[src/rtl/switch_debouncer_pkg.sv]
// switch_debouncer_pkg: per-bit debounce FSM states and counter sizing shared by the debouncer.
package debounce_pkg;
    typedef enum logic {ST_STABLE, ST_COUNTING} state_e;
    function automatic int cnt_width(int stable_cycles);
        return $clog2(stable_cycles);
    endfunction
endpackage

[src/rtl/switch_debouncer_if.sv]
// switch_debouncer_if: raw switch inputs and debounced outputs of the switch conditioner.
interface switch_debouncer_if #(parameter int WIDTH = 8);
    logic             en;
    logic [WIDTH-1:0] raw;
    logic [WIDTH-1:0] clean;
    logic [WIDTH-1:0] rise;
    logic [WIDTH-1:0] fall;
    logic             changed;
    modport master (output en, raw, input clean, rise, fall, changed);
    modport slave (input en, raw, output clean, rise, fall, changed);
endinterface

[src/rtl/switch_debouncer_bit.sv]
// debounce_bit: 2-FF synchronizer, stability counter FSM and edge strobes for one switch bit.
module debounce_bit import debounce_pkg::*; #(
    parameter int   STABLE_CYCLES = 16,
    parameter logic RESET_VAL     = 1'b0
) (
    input  logic clk,
    input  logic reset,
    input  logic en_i,
    input  logic raw_i,
    output logic clean_o,
    output logic rise_o,
    output logic fall_o
);
    localparam int CW = cnt_width(STABLE_CYCLES);
    localparam logic [CW-1:0] LAST = CW'(STABLE_CYCLES - 1);
    if (STABLE_CYCLES < 2) begin : g_bad_cfg
        $error("debounce_bit: STABLE_CYCLES must be >= 2");
    end
    logic          sync1_q, sync2_q, clean_q, clean_d, rise_q, rise_d, fall_q, fall_d;
    logic [CW-1:0] cnt_q, cnt_d;
    state_e        state_q, state_d;
    logic          diff;
    always_ff @(posedge clk) begin
        if (reset) begin
            sync1_q <= RESET_VAL;
            sync2_q <= RESET_VAL;
            clean_q <= RESET_VAL;
            state_q <= ST_STABLE;
            cnt_q   <= '0;
            rise_q  <= 1'b0;
            fall_q  <= 1'b0;
        end else begin
            sync1_q <= raw_i;
            sync2_q <= sync1_q;
            clean_q <= clean_d;
            state_q <= state_d;
            cnt_q   <= cnt_d;
            rise_q  <= rise_d;
            fall_q  <= fall_d;
        end
    end
    assign diff = sync2_q != clean_q;
    // Strobes are registered alongside clean so they coincide with the level change.
    always_comb begin
        state_d = state_q;
        cnt_d   = cnt_q;
        clean_d = clean_q;
        rise_d  = 1'b0;
        fall_d  = 1'b0;
        if (en_i) begin
            if (state_q == ST_STABLE) begin
                state_d = diff ? ST_COUNTING : ST_STABLE;
                cnt_d   = diff ? CW'(1) : '0;
            end else if (!diff || cnt_q == LAST) begin
                state_d = ST_STABLE;
                cnt_d   = '0;
                clean_d = diff ? ~clean_q : clean_q;
                rise_d  = diff & ~clean_q;
                fall_d  = diff & clean_q;
            end else begin
                cnt_d = cnt_q + CW'(1);
            end
        end
    end
    assign clean_o = clean_q;
    assign rise_o  = rise_q;
    assign fall_o  = fall_q;
endmodule

[src/rtl/switch_debouncer.sv]
// switch_debouncer: debounces WIDTH slide switches; SWITCH_DEBOUNCER_CHANGED_EN enables the changed pulse.
module switch_debouncer #(
    parameter int               WIDTH         = 8,
    parameter int               STABLE_CYCLES = 16,
    parameter logic [WIDTH-1:0] RESET_VAL     = '0
) (
    input logic                clk,
    input logic                reset,
    switch_debouncer_if.slave  bus
);
    logic [WIDTH-1:0] clean_w, rise_w, fall_w;
    for (genvar i = 0; i < WIDTH; i++) begin : g_bit
        debounce_bit #(.STABLE_CYCLES(STABLE_CYCLES), .RESET_VAL(RESET_VAL[i])) u_bit (
            .clk     (clk),
            .reset   (reset),
            .en_i    (bus.en),
            .raw_i   (bus.raw[i]),
            .clean_o (clean_w[i]),
            .rise_o  (rise_w[i]),
            .fall_o  (fall_w[i])
        );
    end
    assign bus.clean = clean_w;
    assign bus.rise  = rise_w;
    assign bus.fall  = fall_w;
`ifdef SWITCH_DEBOUNCER_CHANGED_EN
    logic changed_q;
    always_ff @(posedge clk) begin
        if (reset) changed_q <= 1'b0;
        else       changed_q <= |(rise_w | fall_w);
    end
    assign bus.changed = changed_q;
`else
    assign bus.changed = 1'b0;
`endif
endmodule
[src/flat_wrapper.sv]
// flat-port wrapper written by rule: the top's interface ports become plain ports
module switch_debouncer_flat 
#(
    parameter int               WIDTH         = 8,
    parameter int               STABLE_CYCLES = 16,
    parameter logic [WIDTH-1:0] RESET_VAL     = '0
)
  (clk, reset, bus_en, bus_raw, bus_clean, bus_rise, bus_fall, bus_changed);
  switch_debouncer_if #(.WIDTH(WIDTH)) bus_i ();
  input logic clk;
  input logic reset;
  input wire logic [$bits(bus_i.en)-1:0] bus_en;
  input wire logic [$bits(bus_i.raw)-1:0] bus_raw;
  output wire logic [$bits(bus_i.clean)-1:0] bus_clean;
  output wire logic [$bits(bus_i.rise)-1:0] bus_rise;
  output wire logic [$bits(bus_i.fall)-1:0] bus_fall;
  output wire logic [$bits(bus_i.changed)-1:0] bus_changed;
  assign bus_i.en = bus_en;
  assign bus_i.raw = bus_raw;
  assign bus_clean = bus_i.clean;
  assign bus_rise = bus_i.rise;
  assign bus_fall = bus_i.fall;
  assign bus_changed = bus_i.changed;
  switch_debouncer #(.WIDTH(WIDTH), .STABLE_CYCLES(STABLE_CYCLES), .RESET_VAL(RESET_VAL)) u_core (.clk(clk), .reset(reset), .bus(bus_i));
endmodule
[config.mk]
export PLATFORM = sky130hd
export DESIGN_NAME = switch_debouncer_flat
export DESIGN_NICKNAME = d
export VERILOG_FILES = /design/src/rtl/switch_debouncer_pkg.sv /design/src/rtl/switch_debouncer_if.sv /design/src/rtl/switch_debouncer_bit.sv /design/src/rtl/switch_debouncer.sv /design/src/flat_wrapper.sv
export SDC_FILE = /design/constraint.sdc
export NUM_CORES = 1
export LEC_CHECK = 0
export ABC_AREA = 1
export CAP_MARGIN = 20
export CORE_UTILIZATION = 45
export CTS_CLUSTER_DIAMETER = 60
export DETAILED_ROUTE_END_ITERATION = 10
export PLACE_DENSITY = 0.75
export SLEW_MARGIN = 20
export SYNTH_ARGS = -nofsm -noshare
export SYNTH_HDL_FRONTEND = slang
export SYNTH_HIERARCHICAL = 1
export SYNTH_SLANG_ARGS = --single-unit
[constraint.sdc]
create_clock -name clk -period 1.7 [get_ports clk]
set_input_delay 0.51 -clock clk [delete_from_list [all_inputs] [get_ports clk]]
set_output_delay 0.51 -clock clk [all_outputs]
set_load 0.05 [all_outputs]
==> results of run 1 <==
## metrics by stage
step / hold slack (ns) / cell area, sq um / std cells / total power [mW]
final: 0.4028 / 4870 / 652 / 3.591
after global routing: 0.4146 / 4870 / 652 / 3.749
after CTS: 0.4064 / 4870 / 652 / 3.629
after detailed placement: 0.3944 / 4662 / 636 / 2.210
after global placement: 0.3898 / 4662 / 636 / 2.200
after floorplan: 0.3883 / 3845 / 490 / 2.112
## critical path, cell delays in order, from the launching register on
cell and delay [ns]:
dfxtp_1 0.32, buf_4 0.14, buf_12 0.14
## sequential cells by signal, indices dropped and copies added, names as in the netlist
signal,count
u_core/g_bit.u_bit/cnt_q,32
u_core/g_bit.u_bit/clean_o,8
u_core/g_bit.u_bit/fall_o,8
u_core/g_bit.u_bit/rise_o,8
u_core/g_bit.u_bit/state_q,8
u_core/g_bit.u_bit/sync1_q,8
u_core/g_bit.u_bit/sync2_q,8
## placed cells by master (no fill, tap or decap), drive strengths merged
master | Yosys | routed
nand2 | 104 | 104
inv | 88 | 88
dfxtp | 80 | 80
nand3 | 48 | 48
a21oi | 48 | 48
buf | 9 | 41
nor2 | 40 | 40
ha | 24 | 24
nand4 | 16 | 16
o21ai | 16 | 16
clkbuf | 0 | 12
clkinv | 8 | 11
clkdlybuf4s50 | 0 | 9
or2 | 8 | 8
bufinv | 0 | 1
conb | 1 | 1
## cell type report
| type | instances | area [sq um] |
|---|---|---|
| multi-input cells | 305 | 1826 |
| fillers | 739 | 3388 |
| flip-flops and latches | 80 | 1602 |
| well taps | 105 | 131.4 |
| inverters | 96 | 370.4 |
| clock buffers | 12 | 155.1 |
| clock inverters | 4 | 52.55 |
| repair buffers | 50 | 733.2 |
## final timing paths
path                                              startpoint                                           to  slack, ns
setup reg to reg  u_core/g_bit[7].u_bit/clean_o$_SDFFE_PP0P_  u_core/g_bit[7].u_bit/cnt_q[3]$_SDFFE_PP0P_       0.27
hold / removal      u_core/g_bit[6].u_bit/sync1_q$_SDFF_PP0_     u_core/g_bit[6].u_bit/sync2_q$_SDFF_PP0_       0.40
setup / recovery  u_core/g_bit[0].u_bit/clean_o$_SDFFE_PP0P_                                 bus_clean[0]       0.24
hold reg to reg     u_core/g_bit[6].u_bit/sync1_q$_SDFF_PP0_     u_core/g_bit[6].u_bit/sync2_q$_SDFF_PP0_       0.40
## metal layers
| metal | track usage | vias to the layer above | part of all wire |
|---|---|---|---|
| li1 | - | 1643 | - |
| met1 | 0.1960 | 1445 | 0.45 |
| met2 | 0.3219 | 36 | 0.50 |
| met3 | 0.03060 | 11 | 0.031 |
| met4 | 0.07949 | 0 | 0.016 |
| met5 | 0 | - | 0 |
## where the power goes
part / switching [mW] / total [mW] / leakage, nW / internal, mW
registers: 0.0274 / 1.93 / 0.649 / 1.91
clock network: 0.664 / 1.43 / 0.107 / 0.762
logic: 0.137 / 0.231 / 1.23 / 0.0940
## cells by family (layout without fill, tap and decap cells)
| kind of cell | count (synthesis) | count (layout) | share of synthesized area |
|---|---|---|---|
| other cells | 1 | 1 | 0.0009753 |
| simple gates | 216 | 216 | 0.2890 |
| fa+ha+maj | 24 | 24 | 0.07810 |
| compound gates | 64 | 64 | 0.1067 |
| buf+inv | 105 | 162 | 0.1087 |
| flops | 80 | 80 | 0.4165 |
==> impl_metrics.tcl, run 1 <==
set metrics [dict create \
    cts_tree "built" \
    postLayoutCoreUtil 0.5897 \
    layout-drive-gt1-share 0.2486 \
    cts_buffers 9 \
    status "finished clean" \
    cts_sinks 80 \
    peakVddDrop_v 0.0004223 \
    fmax_ghz 0.6847 \
    tns_ns 0 \
    cts_resized 0 \
    clk_latency_ns 0.34 \
    p_leak_nw 1.981 \
    power.density_nw_per_um2 737.4 \
    setup_viol 0 \
    port_buffers 34 \
    antenna_cells 0 \
    critPathLaunchType "register" \
    rsz0062_at_grt "no" \
    synthCells 490 \
    min_path_cells 2 \
    synth_top_cell_by_area "dfxtp_1" \
    ys_seq_area_frac 0.4165 \
    grt_overflow_total 0 \
    io_pins 36 \
    syn_to_final_growth_pct 26.65 \
    first_global_vias 3081 \
    drtIter0Drc 83 \
    wl_mm 6.973 \
    min_period_over_period 0.8592 \
    synth-warning-count 6 \
    post_cts_buffers 0 \
    synth_top_cell_area_share 0.4165 \
    cts_max_level 3 \
    ys_ff_latch 80 \
    synth_edf_count 0 \
    cp.arrival_ns 0.95 \
    cap_violations 0 \
    cts_hold_buf 0 \
    dp.final_hpwl_mm 5.239 \
    die-area_sq_um 8918 \
    cts.path.max_buffers 2 \
    critPathRequiredTime_ns 1.19 \
    post_drt_wl_per_cell_um 10.69 \
    ys_top_cells_by_area "dfxtp_1 (42%), inv_1 (8.6%), nand2_1 (8.6%)" \
    grt_max_degree 29 \
    synth_area_per_cell_sq_um 7.847 \
    die_y_um 94.44 \
    place_ws_ns -0.08633 \
    die_w_um 94.44 \
    num-nets-final 577 \
    grt_pass1_wl_mm 12.52 \
    critPathCaptureType "output pin" \
    syn-num-nets 525 \
    core_area_sq_um 8258 \
    first_pass_iters 4 \
    clkTransAtPathRegs_ns 0.08 \
    setup_ws_ns 0.2394 \
    hold_violations 0 \
    grt_usage 0.1754 \
    gp_congestion 0.8265 \
    period_minus_slack_ns 1.461 \
    antenna_found_initial 0 \
    crit_type "reg -> out" \
    fin_skew_ns 0.008206 \
    initial_core_util 0.4656 \
    synthArstFlopShare 0 \
    synthDistinctLibCells 19 \
    crit_fanout 3 \
    ys_top_cells_by_count "inv_1 (88), nand2_1 (88), dfxtp_1 (80)" \
    vias_per_cell 4.808 \
    syn_area_sq_um 3845 \
    core.rowCount 33 \
    synth_flop_cell "dfxtp_1" \
    drv_slew 0 \
    hp-class "reg -> reg" \
    r2r_cells 7 \
    ant_nets 0 \
    ctsRootBufferMaster "clkbuf_8" \
    num_vias 3135 \
    drc_errors 0 \
]
(Power assumes the default switching activity.)
==> run 2, diff against run 1 <==
--- a/config.mk
+++ b/config.mk
@@ -6,7 +6,6 @@
 export NUM_CORES = 1
 export LEC_CHECK = 0
 export ABC_AREA = 1
-export CAP_MARGIN = 20
 export CORE_UTILIZATION = 45
 export CTS_CLUSTER_DIAMETER = 60
 export DETAILED_ROUTE_END_ITERATION = 10
==> results of run 2 <==
Same layout as run 1: the final DEF is identical, and so are final timing and power.
==> edit, RTL diff (settings of run 1) <==
`RESET_VAL` is set to '0 in 3 places; all go to 1.
--- a/src/rtl/switch_debouncer_bit.sv
+++ b/src/rtl/switch_debouncer_bit.sv
@@ -1,7 +1,7 @@
 // debounce_bit: 2-FF synchronizer, stability counter FSM and edge strobes for one switch bit.
 module debounce_bit import debounce_pkg::*; #(
     parameter int   STABLE_CYCLES = 16,
-    parameter logic RESET_VAL     = 1'b0
+    parameter logic RESET_VAL     = 1'b1
 ) (
     input  logic clk,
     input  logic reset,
--- a/src/rtl/switch_debouncer.sv
+++ b/src/rtl/switch_debouncer.sv
@@ -2,7 +2,7 @@
 module switch_debouncer #(
     parameter int               WIDTH         = 8,
     parameter int               STABLE_CYCLES = 16,
-    parameter logic [WIDTH-1:0] RESET_VAL     = '0
+    parameter logic [WIDTH-1:0] RESET_VAL     = 1
 ) (
     input logic                clk,
     input logic                reset,
--- a/src/flat_wrapper.sv
+++ b/src/flat_wrapper.sv
@@ -3,7 +3,7 @@
 #(
     parameter int               WIDTH         = 8,
     parameter int               STABLE_CYCLES = 16,
-    parameter logic [WIDTH-1:0] RESET_VAL     = '0
+    parameter logic [WIDTH-1:0] RESET_VAL     = 1
 )
   (clk, reset, bus_en, bus_raw, bus_clean, bus_rise, bus_fall, bus_changed);
   switch_debouncer_if #(.WIDTH(WIDTH)) bus_i ();
Check against the original RTL: not equivalent (a bounded check fails within 4 cycles, from zero or initial values and one cycle with reset high).
==> edit against run 1 <==
  * Sequential cell count unchanged
  * Synthesized area down 0.36%
  * Hold slack better by 0.0020 ns
  * Largest cell class unchanged
  * Synthesized cell count down 0.61%
  * Sequential power about the same
  * Routed wire length down 0.89%
  * Critical path depth unchanged
  * Design area up 0.67%
  * Largest power group unchanged
  * Non-clock buffer count up 2
  * Die area down 0.35%
  * Setup slack worse by 0.022 ns
  * Total power up 5.9%
==> edit: results (changes against run 1) <==
cells_and_area:
  drive_gt1_frac: 0.2541  # +0.005484
  fill_cells: 702  # -5.0%
hold_path:
  hp-start: "u_core/g_bit[5].u_bit/sync1_q$_SDFF_PP0_"
logic_synthesis:
  yosys-top-cells-area: "dfxtp_1 42%, nand2_1 8.8%, inv_1 8.3%"
  synth_seq_area_share: 0.4180  # +0.001496
  synthTopCellsByCount: "90 x nand2_1, 85 x inv_1, 80 x dfxtp_1"
  syn_nets: 522  # -0.57%
  synthDistinctLibCells: 22  # +3
placement:
  finalWeightedCongestion: 0.7896  # -4.5%
  dpl_cell_area_um2: 4668  # +0.13%
  dp_hpwl_um: 5098  # -2.7%
  dpl_worst_slack_ns: -0.08122  # +0.005106 ns
route:
  avgViaCountPerCell: 4.807  # about the same
  dr_wl_met2_um: 3425  # -2.5%
  drt_iter0_drc: 85  # +2.4%
global_routing:
  grt_pass1_vias: 3077  # -0.13%
  grt_pass1_wl_um: 12560  # +0.28%
  grtUsageTotal: 0.1801  # +0.004633
  grt_max_degree: 33  # +14%
sta:
  skew_ns: 0.005814  # -0.002392 ns
critical_path:
  crit_path_max_incr_delay_ns: 0.34  # +0.02 ns
  cp.arrival_ns: 0.97  # +0.02 ns
  timing.rr.start: "u_core/g_bit[6].u_bit/clean_o$_SDFFE_PP0P_"
  worstSetupStartpoint: "u_core/g_bit[2].u_bit/clean_o$_SDFFE_PP0P_"
power:
  ir_worst_vdd_mv: 0.7125  # +69%
  p_switching_mw: 0.8366  # +0.99%
status:
  status: "finished, final reports clean"
cts:
  clock_latency_ns: 0.36  # +0.02 ns
[edit: power by group through the flow]
| stage | registers, mW | clock network [mW] | logic, mW |
|---|---|---|---|
| 4_1_cts | 1.93 | 1.69 | 0.230 |
| 3_5_place_dp | 1.98 | 0 | 0.229 |
| 2_1_floorplan | 1.97 | 0 | 0.137 |
| 3_3_place_gp | 1.98 | 0 | 0.222 |
| 6_report | 1.93 | 1.64 | 0.229 |
| 5_1_grt | 1.94 | 1.76 | 0.259 |
[edit: worst paths after layout]
path,endpoint,slack [ns],cells after the start
setup reg to reg,u_core/g_bit[6].u_bit/cnt_q[1]$_SDFFE_PP0P_,0.37,7
setup / recovery,bus_clean[2],0.22,2
hold / removal,u_core/g_bit[5].u_bit/sync2_q$_SDFF_PP0_,0.40,2
hold reg to reg,u_core/g_bit[5].u_bit/sync2_q$_SDFF_PP0_,0.40,2
[edit: area by class of cell]
class                   instances  area (um2)  share of cell area
clock inverters                 7       110.1             0.02246
clock buffers                   9       123.9             0.02527
multi-input cells             305        1826              0.3724
inverters                      94       361.6             0.07376
repair buffers                 52       748.2              0.1526
well taps                     105       131.4             0.02680
flip-flops and latches         80        1602              0.3267
[edit: critical path: cells and delay by family (launching register included)]
kind                   cells  cell delay [ns]
buffers and inverters      2             0.27
flip-flops                 1             0.34
[edit: kinds of logic (layout without fill, tap and decap cells)]
family / after synthesis / count (layout) / synth area share
buffers and inverters: 102 / 162 / 0.1055
other: 1 / 1 / 0.0009788
AOI/OAI and AO/OA: 63 / 63 / 0.1058
DFF: 80 / 80 / 0.4180
adders and majority gates: 24 / 24 / 0.07838
and+or+nand+nor: 217 / 217 / 0.2913
[edit: metal layers]
metal / GRT usage / up-vias
li1: - / 1648
met1: 0.1952 / 1415
met2: 0.3182 / 54
met3: 0.04693 / 17
met4: 0.09487 / 0
met5: 0 / -
